## src/rtl/ysyx_22040931_iter_divider_if.sv

```systemverilog
// Divide request/response bundle between the EX-stage ALU (master) and the iterative divider (slave).
interface ysyx_22040931_iter_divider_if #(
    parameter int XLEN = 64
);
    logic            id_valid;
    logic            ex_ready;
    logic            div_ena;
    logic            w;
    logic            div_signed;
    logic [XLEN-1:0] dividend;
    logic [XLEN-1:0] divisor;
    logic            div_ready;
    logic            div_valid;
    logic [XLEN-1:0] quotient;
    logic [XLEN-1:0] remainder;

    modport master (
        output id_valid, ex_ready, div_ena, w, div_signed, dividend, divisor,
        input  div_ready, div_valid, quotient, remainder
    );

    modport slave (
        input  id_valid, ex_ready, div_ena, w, div_signed, dividend, divisor,
        output div_ready, div_valid, quotient, remainder
    );
endinterface

```

## src/rtl/ysyx_22040931_iter_divider.sv

```systemverilog
// Radix-2 restoring divider for RV64M DIV/DIVU/REM/REMU and W forms; one quotient bit per cycle,
// with divide-by-zero and signed overflow resolved at accept without iterating.
module ysyx_22040931_iter_divider #(
    parameter int XLEN  = 64,
    parameter int CNT_W = 7
) (
    input logic                          clock,
    input logic                          reset,
    ysyx_22040931_iter_divider_if.slave  bus
);
    localparam int HALF = XLEN / 2;

    typedef enum logic [1:0] {IDLE = 2'd0, CALC = 2'd1, DONE = 2'd2} state_t;

    state_t           state_q, state_d;
    logic [XLEN-1:0]  a_q, a_d;
    logic [XLEN-1:0]  b_q, b_d;
    logic [XLEN-1:0]  r_q, r_d;
    logic [XLEN-1:0]  q_q, q_d;
    logic [CNT_W-1:0] cnt_q, cnt_d;
    logic             neg_quo_q, neg_quo_d;
    logic             neg_rem_q, neg_rem_d;
    logic             is_w_q, is_w_d;
    logic [XLEN-1:0]  quotient_q, quotient_d;
    logic [XLEN-1:0]  remainder_q, remainder_d;

    logic             div_ready, div_valid;
    logic             accept, last_iter;
    logic [XLEN-1:0]  op_a, op_b, abs_a, abs_b, min_val, zero_rem;
    logic             sign_a, sign_b, div_zero, overflow;
    logic [XLEN:0]    rem_shift, rem_diff;
    logic             q_bit;
    logic [XLEN-1:0]  r_step, q_step, q_signed, r_signed, q_final, r_final;

    // Operand conditioning: W forms work on the low half, extended as the signedness dictates.
    always_comb begin
        if (bus.w) begin
            op_a = bus.div_signed ? {{HALF{bus.dividend[HALF-1]}}, bus.dividend[HALF-1:0]}
                                  : {{HALF{1'b0}}, bus.dividend[HALF-1:0]};
            op_b = bus.div_signed ? {{HALF{bus.divisor[HALF-1]}}, bus.divisor[HALF-1:0]}
                                  : {{HALF{1'b0}}, bus.divisor[HALF-1:0]};
            min_val  = {{(HALF+1){1'b1}}, {(HALF-1){1'b0}}};
            zero_rem = {{HALF{bus.dividend[HALF-1]}}, bus.dividend[HALF-1:0]};
        end else begin
            op_a     = bus.dividend;
            op_b     = bus.divisor;
            min_val  = {1'b1, {(XLEN-1){1'b0}}};
            zero_rem = bus.dividend;
        end
        sign_a   = bus.div_signed & op_a[XLEN-1];
        sign_b   = bus.div_signed & op_b[XLEN-1];
        abs_a    = sign_a ? -op_a : op_a;
        abs_b    = sign_b ? -op_b : op_b;
        div_zero = (op_b == '0);
        overflow = bus.div_signed & (op_a == min_val) & (&op_b);
    end

    assign accept    = (state_q == IDLE) & bus.id_valid & bus.div_ena;
    assign last_iter = (cnt_q == CNT_W'(1));

    // One restoring step; the 65-bit shift keeps unsigned divisors near 2^64 exact.
    always_comb begin
        rem_shift = {r_q, a_q[XLEN-1]};
        rem_diff  = rem_shift - {1'b0, b_q};
        q_bit     = ~rem_diff[XLEN];
        r_step    = q_bit ? rem_diff[XLEN-1:0] : rem_shift[XLEN-1:0];
        q_step    = {q_q[XLEN-2:0], q_bit};
        q_signed  = neg_quo_q ? -q_step : q_step;
        r_signed  = neg_rem_q ? -r_step : r_step;
        q_final   = is_w_q ? {{HALF{q_signed[HALF-1]}}, q_signed[HALF-1:0]} : q_signed;
        r_final   = is_w_q ? {{HALF{r_signed[HALF-1]}}, r_signed[HALF-1:0]} : r_signed;
    end

    always_ff @(posedge clock) begin
        if (!reset) begin
            state_q <= IDLE;
        end else begin
            state_q <= state_d;
        end
    end

    always_comb begin
        state_d = state_q;
        case (state_q)
            IDLE:    if (accept) state_d = (div_zero | overflow) ? DONE : CALC;
            CALC:    if (last_iter) state_d = DONE;
            DONE:    if (bus.ex_ready) state_d = IDLE;
            default: state_d = IDLE;
        endcase
    end

    always_comb begin
        div_ready = (state_q == IDLE);
        div_valid = (state_q == DONE);
    end

    always_comb begin
        a_d         = a_q;
        b_d         = b_q;
        r_d         = r_q;
        q_d         = q_q;
        cnt_d       = cnt_q;
        neg_quo_d   = neg_quo_q;
        neg_rem_d   = neg_rem_q;
        is_w_d      = is_w_q;
        quotient_d  = quotient_q;
        remainder_d = remainder_q;
        case (state_q)
            IDLE: begin
                if (accept) begin
                    // W dividends are pre-aligned to the top so iteration always starts at the MSB.
                    a_d       = bus.w ? {abs_a[HALF-1:0], {HALF{1'b0}}} : abs_a;
                    b_d       = abs_b;
                    r_d       = '0;
                    q_d       = '0;
                    cnt_d     = bus.w ? CNT_W'(HALF) : CNT_W'(XLEN);
                    neg_quo_d = sign_a ^ sign_b;
                    neg_rem_d = sign_a;
                    is_w_d    = bus.w;
                    if (div_zero) begin
                        quotient_d  = '1;
                        remainder_d = zero_rem;
                    end else if (overflow) begin
                        quotient_d  = min_val;
                        remainder_d = '0;
                    end
                end
            end
            CALC: begin
                a_d   = {a_q[XLEN-2:0], 1'b0};
                r_d   = r_step;
                q_d   = q_step;
                cnt_d = cnt_q - CNT_W'(1);
                if (last_iter) begin
                    quotient_d  = q_final;
                    remainder_d = r_final;
                end
            end
            default: ;
        endcase
    end

    always_ff @(posedge clock) begin
        if (!reset) begin
            a_q         <= '0;
            b_q         <= '0;
            r_q         <= '0;
            q_q         <= '0;
            cnt_q       <= '0;
            neg_quo_q   <= 1'b0;
            neg_rem_q   <= 1'b0;
            is_w_q      <= 1'b0;
            quotient_q  <= '0;
            remainder_q <= '0;
        end else begin
            a_q         <= a_d;
            b_q         <= b_d;
            r_q         <= r_d;
            q_q         <= q_d;
            cnt_q       <= cnt_d;
            neg_quo_q   <= neg_quo_d;
            neg_rem_q   <= neg_rem_d;
            is_w_q      <= is_w_d;
            quotient_q  <= quotient_d;
            remainder_q <= remainder_d;
        end
    end

    assign bus.div_ready = div_ready;
    assign bus.div_valid = div_valid;
    assign bus.quotient  = quotient_q;
    assign bus.remainder = remainder_q;
endmodule

```

## src/flat_wrapper.sv

```systemverilog
// flat-port wrapper written by rule: the top's interface ports become plain ports
module ysyx_22040931_iter_divider_flat 
#(
    parameter int XLEN  = 64,
    parameter int CNT_W = 7
)
  (clock, reset, bus_id_valid, bus_ex_ready, bus_div_ena, bus_w, bus_div_signed, bus_dividend, bus_divisor, bus_div_ready, bus_div_valid, bus_quotient, bus_remainder);
  ysyx_22040931_iter_divider_if #(.XLEN(XLEN)) bus_i ();
  input logic clock;
  input logic reset;
  input wire logic [$bits(bus_i.id_valid)-1:0] bus_id_valid;
  input wire logic [$bits(bus_i.ex_ready)-1:0] bus_ex_ready;
  input wire logic [$bits(bus_i.div_ena)-1:0] bus_div_ena;
  input wire logic [$bits(bus_i.w)-1:0] bus_w;
  input wire logic [$bits(bus_i.div_signed)-1:0] bus_div_signed;
  input wire logic [$bits(bus_i.dividend)-1:0] bus_dividend;
  input wire logic [$bits(bus_i.divisor)-1:0] bus_divisor;
  output wire logic [$bits(bus_i.div_ready)-1:0] bus_div_ready;
  output wire logic [$bits(bus_i.div_valid)-1:0] bus_div_valid;
  output wire logic [$bits(bus_i.quotient)-1:0] bus_quotient;
  output wire logic [$bits(bus_i.remainder)-1:0] bus_remainder;
  assign bus_i.id_valid = bus_id_valid;
  assign bus_i.ex_ready = bus_ex_ready;
  assign bus_i.div_ena = bus_div_ena;
  assign bus_i.w = bus_w;
  assign bus_i.div_signed = bus_div_signed;
  assign bus_i.dividend = bus_dividend;
  assign bus_i.divisor = bus_divisor;
  assign bus_div_ready = bus_i.div_ready;
  assign bus_div_valid = bus_i.div_valid;
  assign bus_quotient = bus_i.quotient;
  assign bus_remainder = bus_i.remainder;
  ysyx_22040931_iter_divider #(.XLEN(XLEN), .CNT_W(CNT_W)) u_core (.clock(clock), .reset(reset), .bus(bus_i));
endmodule
```

## config.mk

```make
export PLATFORM = sky130hd
export DESIGN_NAME = ysyx_22040931_iter_divider_flat
export DESIGN_NICKNAME = d
export VERILOG_FILES = /design/src/rtl/ysyx_22040931_iter_divider_if.sv /design/src/rtl/ysyx_22040931_iter_divider.sv /design/src/flat_wrapper.sv
export SDC_FILE = /design/constraint.sdc
export NUM_CORES = 1
export LEC_CHECK = 0
export CAP_MARGIN = 20
export CORE_MARGIN = 2
export CORE_UTILIZATION = 30
export CTS_CLUSTER_DIAMETER = 50
export CTS_CLUSTER_SIZE = 10
export DETAILED_ROUTE_END_ITERATION = 10
export PLACE_DENSITY_LB_ADDON = 0.05
export SYNTH_ARGS = -nofsm -noshare
export SYNTH_HDL_FRONTEND = slang
export SYNTH_SLANG_ARGS = --single-unit
```

## constraint.sdc

```tcl
create_clock -name clock -period 9.45 [get_ports clock]
set_input_delay 1.89 -clock clock [delete_from_list [all_inputs] [get_ports clock]]
set_output_delay 1.89 -clock clock [all_outputs]
set_load 0.02 [all_outputs]
```

==> summary.txt, run 1 <==
Detailed routing
  • Routed len/inst: 25.6 um
  • Detail Route Antenna Nets: 0
  • Routed vias/inst: 5.72
  • Detailed Route WL: between 100 and 150 mm
  • First-pass DRT Iterations: 5
  • Drc violations: 0
  • Routed via count: 30,771
  • Initial DRC Count: 2,917

Hold path
  • Worst hold path type: flop to flop

Placed design
  • Port bufs: 264
  • Cells after DPL: ~5,200
  • DP HPWL: 104 mm
  • Gpl congestion: 0.961

Timing
  • Final hold vios: 0
  • Crit share post-route: 75.1%
  • Final Setup Violations: 0
  • Relative slew slack: a little over a fifth
  • Worst slew pin tran: about 1.2 ns
  • Clock skew: 0.0334 ns
  • Final min period: 7.09 ns
  • Total Neg Setup Slack: 0 ns
  • Fmax: 141 MHz
  • RSZ-0062 raised after global routing: no
  • Pins Over Slew Limit: 0

Worst setup path
  • CP Launch Type: flop
  • Critical path arrival: 7.64 ns
  • Flop-to-flop setup slack: roughly 2.4 ns
  • CP max FO: 12
  • WP data required: 9.99 ns
  • CP Class: flop to flop
  • Nature of the critical path endpoint: flop

Yosys
  • Synth warnings: 0
  • Ys async rst share: 0%
  • Number of synthesized flops with an enable pin: 0
  • Post-synth top area cell: dfxtp_1
  • Synth Cell Area: a little under 30,000 um2
  • Syn nets: 4,147
  • Yosys reg bits: 395
  • Post-synthesis sequential area ratio: 27.3%
  • Synth Instances: slightly below 4,000
  • Synth cell types: 96
  • Main flop type after synthesis: dfxtp_1
  • Top cells by area, synth: dfxtp_1, o21ai_0, nand2_1
  • Mean Syn Cell Area: 7.36 um2
  • Top cell type's share of synthesized area: 27.3%

GRT
  • Initial antenna violation count: 10
  • Global-route wire length before repair: 201 mm
  • GR Overflow Total: 0
  • Vias in the first global route: 29,080
  • Total GRT Usage: 27.1%
  • Pin count of the biggest net entering global routing: 232

Die
  • Die area: ~100,000 um2
  • # IOs: 265
  • Initial Utilization: 30.1%
  • Core Footprint: around 96,000 um2
  • DIE HEIGHT: 315 um
  • Row cnt: 114
  • Die W: 315 um

Cells and area
  • Multi-input gate area: just under 20,000 um2
  • # fillers: 10,328
  • Layout area overhead: 21.6%
  • Nets: ~4,200
  • Register area: 7910 um2
  • Layout cells sized above 1: 5.90%
  • Final Instance Count excl. Fillers: between 5,000 and 6,000

CTS
  • CTS tree: done
  • Hold_buf cts: 0
  • Clk sinks: ~400
  • TritonCTS buffer count: 78
  • H-tree Lvls: 3
  • Root buf cell: clkbuf_16
  • Worst-Skew Late Latency: approximately 0.66 ns
  • # resized after CTS: 0
  • Clk slew on worst S/H paths: 0.06 ns
  • CTS Buffer Depth: 3
  • Setup Fix Bufs, Post-CTS: 0

Run status
  • Status: finished clean

Run
  • Number of max-cap violations: 0
## metrics by stage
stage               hold slack [ns]  worst slack, ns  utilization (%)  instance area (um2)
floorplan                     0.441             3.08                -                29000
global placement              0.454             2.32             33.7                32500
detailed placement            0.459             2.16             33.7                32500
CTS                           0.469             2.53             36.6                35200
global route                  0.484             1.92             36.6                35300
finish                        0.465             2.36             36.6                35300
## cell usage in the layout, fill, tap and decap left out, drive strengths merged, types with 33 or more instances in the layout
master           n
a31oi           43
a221oi          39
ha              71
clkdlybuf4s50  262
and2           112
dfxtp          395
a21oi          302
nand2          442
o31ai           53
o211a           92
clkbuf          94
nor2b           62
a21boi          86
buf             48
nor2           274
o211ai          62
xor2           134
a211oi          33
mux2i           54
nand3          195
nand4           56
xnor2          132
or3             52
nor4            45
inv            111
nor3            90
o21ai          367
## layout make-up
cell class / count / share of cell area, %
Tap cell: 1276 / 4.53
Sequential cell: 395 / 22.4
Antenna cell: 5 / 0.0355
Multi-Input combinational cell: 3153 / 55.5
Clock inverter: 51 / 1.82
Timing Repair Buffer: 310 / 8.58
Inverter: 100 / 1.06
Clock buffer: 94 / 6.02
## registers in the layout (all words and copies together) (netlist names)
register and count:
u_core.b_q 64, u_core.is_w_q 1, u_core.bus.quotient 64, u_core.state_q 2
u_core.bus.remainder 64, u_core.neg_quo_q 1, u_core.r_q 64, u_core.cnt_q 7
u_core.q_q 63, u_core.neg_rem_q 1, u_core.a_q 64
## worst paths after layout
| path | depth (start not counted) | endpoint | from |
|---|---|---|---|
| hold / removal | 2 | u_core.bus.quotient[7] | u_core.bus.quotient[7] |
| setup / recovery | 26 | u_core.bus.remainder[56] | u_core.a_q[63] |
| setup reg to reg | 26 | u_core.bus.remainder[56] | u_core.a_q[63] |
| hold reg to reg | 2 | u_core.bus.quotient[7] | u_core.bus.quotient[7] |
## worst max-delay path, stage by stage (launching register included)
cell and delay [ns]:
dfxtp_1 0.37, inv_1 0.08, ha_1 0.21, fa_1 0.41
nand2b_1 0.21, a211oi_2 0.31, o21ai_1 0.15, a211o_1 0.44
a2111oi_4 0.43, o21a_1 0.46, nor2_4 0.08, inv_2 0.31
nor2_1 0.08, a21oi_1 0.22, ha_1 0.26, inv_1 0.07
or4_1 0.50, nor3_1 0.37, nand2_1 0.13, nor3_1 0.27
a32oi_1 0.20, nor2_1 0.30, nand2_1 0.21, o31ai_1 0.32
xor2_1 0.30, o211ai_1 0.13, o2111a_1 0.15
## layer usage
metal	up-vias	GRT usage, %	routed length [um]
met3	158	4.22	8810
met4	4	7.12	3040
met1	14962	39.5	66500
li1	14610	-	-
met2	1037	41.1	59600
met5	-	0	25
## cells by family (layout without fill, tap and decap cells)
| group | after synthesis | count (layout) | synth area share, % |
|---|---|---|---|
| other | 0 | 5 | 0 |
| AOI/OAI and AO/OA | 1297 | 1297 | 29.3 |
| DFF | 395 | 395 | 27.3 |
| xor gates and xnor gates | 266 | 266 | 8.03 |
| and+or+nand+nor | 1458 | 1458 | 24.7 |
| adders and majority gates | 72 | 72 | 3.13 |
| buffers and inverters | 392 | 555 | 5.49 |
| muxes | 60 | 60 | 2.11 |
## Yosys cell counts (all sizes together) (8+ instances only)
| cell type | number |
|---|---|
| or3 | 52 |
| nand3 | 195 |
| xor2 | 134 |
| nor2 | 274 |
| clkbuf | 229 |
| nand4 | 56 |
| o22ai | 32 |
| a21oi | 302 |
| nor4b | 8 |
| a211oi | 33 |
| nor2b | 62 |
| nor3b | 11 |
| o21bai | 14 |
| o21ai | 367 |
| o2111ai | 8 |
| a31oi | 43 |
| dfxtp | 395 |
| nand2b | 20 |
| xnor2 | 132 |
| o211a | 92 |
| buf | 63 |
| a21boi | 86 |
| o211ai | 62 |
| a22oi | 14 |
| o311ai | 10 |
| a21o | 26 |
| or4 | 26 |
| o31ai | 53 |
| mux2i | 54 |
| and4 | 10 |
| nor4 | 45 |
| o21a | 21 |
| o41ai | 26 |
| ha | 71 |
| and2 | 112 |
| inv | 100 |
| a221oi | 39 |
| and3 | 25 |
| nand2 | 442 |
| or2 | 14 |
| nor3 | 90 |
Power of run 1 is left out: the tool's default activity adds up to more than one toggle a clock period on the data nets, which glitch-free logic cannot reach.
==> inputs of run 2 (changes only) <==
==> constraint.sdc (replaced) <==
create_clock -name clock -period 5.9 [get_ports clock]
set_input_delay 1.18 -clock clock [delete_from_list [all_inputs] [get_ports clock]]
set_output_delay 1.18 -clock clock [all_outputs]
set_load 0.02 [all_outputs]
==> summary.txt, run 2 (synthesis gave the netlist of run 1 again) <==
Worst setup path
  • Critical path arrival: 6.26 ns (-1.38 ns)
  • CP Class: flop to flop
  • Reg2Reg Depth: 28 (+7.7%)
  • Max incr delay on CP: 0.49 ns (about the same)
  • Slowest cell on the critical path: or4_4
  • Number of cells on the critical path: 28 (+7.7%)
  • Nature of the critical path endpoint: flop
  • CP Launch Type: flop
  • Delay-heaviest family, CP: compound AO/OA/AOI/OAI gates
  • CP max FO: 5 (-7)
  • WP data required: 6.43 ns (-3.56 ns)
  • Crit path buffers/inverters: 5 (+2)

Detailed routing
  • Routed vias/inst: 5.65 (-1.1%)
  • Initial DRC Count: 3,059 (+4.9%)
  • Routed len/inst: 25.4 um (-0.97%)
  • First-pass DRT Iterations: 5 (unchanged)
  • Routed via count: 31,294 (+1.7%)
  • Detailed Route WL: 141 mm (+1.9%)
  • Drc violations: 0 (unchanged)
  • Detail Route Antenna Nets: 0 (unchanged)

Timing
  • Final Setup Violations: 0 (unchanged)
  • Final hold vios: 0 (unchanged)
  • Crit share post-route: 97.2% (+22 points)
  • Clock skew: 0.0364 ns (+0.00301 ns)
  • Worst slew pin tran: 1.10 ns (-0.0693 ns)
  • Fmax: 174 MHz (+24%)
  • Final min period: 5.73 ns (-1.36 ns)
  • Pins Over Slew Limit: 0 (unchanged)
  • Relative slew slack: 26.3% (+4.3 points)

Cells and area
  • Nets: 4,407 (+3.8%)
  • Most frequent cells in the layout: nand2_1, dfxtp_1, o21ai_0
  • Layout cells sized above 1: 10.0% (+4.1 points)
  • Final Instance Count excl. Fillers: 5,539 (+2.9%)
  • Layout area overhead: 26.0%
  • Commonest non-fill, non-tap cell in the layout: nand2_1

Placed design
  • Gpl congestion: 0.933 (-2.8%)
  • DP HPWL: 108 mm (+3.2%)
  • Port bufs: 264 (unchanged)
  • Cells after DPL: 5,392 (+3.1%)

CTS
  • Clk sinks: 395 (unchanged)
  • H-tree Lvls: 3 (unchanged)
  • CTS tree: done
  • Worst-Skew Late Latency: 0.67 ns (about the same)
  • TritonCTS buffer count: 75 (-3.8%)
  • Hold_buf cts: 0 (unchanged)
  • CTS Buffer Depth: 3 (unchanged)
  • Clk slew on worst S/H paths: 0.05 ns (about the same)
  • Root buf cell: clkbuf_16

GRT
  • Vias in the first global route: 29,641 (+1.9%)
  • GR Overflow Total: 0 (unchanged)
  • Pin count of the biggest net entering global routing: 195 (-16%)
  • Total GRT Usage: 27.5% (+0.42 points)
  • Global-route wire length before repair: 205 mm (+1.9%)
  • Initial antenna violation count: 7 (-3)

Run status
  • Status: finished clean

Hold path
  • WHS Path Cells: 2 (unchanged)
  • Worst hold path type: flop to flop

Die
  • Initial Utilization: 30.1% (unchanged)
  • # IOs: 265 (unchanged)
  • Die W: 315 um (unchanged)
  • Die area: 99,200 um2 (unchanged)
  • Row cnt: 114 (unchanged)
  • DIE HEIGHT: 315 um (unchanged)
  • Core Footprint: 96,300 um2 (unchanged)

Run
  • Number of max-cap violations: 0 (unchanged)
[run 2: changes by cell type in the layout (fill, tap and decap cells not counted), moves of 4 or more]
cell,before,now
clkbuf_16,80,75
clkinv_2,12,18
o31ai_1,50,45
buf_4,43,205
buf_12,3,7
[run 2: worst paths after layout]
check | slack, ns | start | endpoint
setup reg to reg | 0.17 | u_core.a_q[63] | u_core.bus.remainder[62]
hold / removal | 0.46 | u_core.a_q[61] | u_core.a_q[62]
hold reg to reg | 0.46 | u_core.a_q[61] | u_core.a_q[62]
setup / recovery | 0.17 | u_core.a_q[63] | u_core.bus.remainder[62]
[run 2: timing repair]
action | 4_1_cts | 5_1_grt
setup endpoints to repair | 14 | 30
pin swaps | 4 | 14
gates resized for setup | 4 | 23
setup buffers | 0 | 7
[run 2: cell type report]
cell class	count	area [um2]
Inverter	100	380
Tap cell	1276	1600
Clock inverter	52	622
Timing Repair Buffer	475	4320
Sequential cell	395	7910
Clock buffer	86	1990
Multi-Input combinational cell	3153	19700
Antenna cell	2	5.00
Fill cell	10191	59700
[run 2: per-stage QoR]
step | setup TNS, ns | setup slack (ns) | utilization (%) | area, um2 | hold slack (ns)
2_1_floorplan | -0.0345 | -0.0173 | - | 29100 | 0.441
3_3_place_gp | -0.277 | -0.0855 | 35.1 | 33800 | 0.455
3_5_place_dp | -1.04 | -0.187 | 35.1 | 33800 | 0.457
4_1_cts | 0 | 0.00692 | 37.8 | 36400 | 0.448
5_1_grt | -0.152 | -0.0388 | 37.9 | 36500 | 0.492
6_report | 0 | 0.168 | 38.0 | 36500 | 0.463
[run 2: worst min-delay path, delay by kind of cell, from the launching register on]
kind,cells,cell delay [ns]
simple gates,1,0.05
compound gates,1,0.06
flops,1,0.31
[run 2: layer usage]
layer	GRT usage (%)	part of all wire (%)	wire length [um]
met1	40.1	48	67700
met2	41.2	43	60000
met3	5.23	6.9	9750
met4	6.74	2.2	3050
met5	0	0.024	34
Power of run 2 is left out for the same reason.
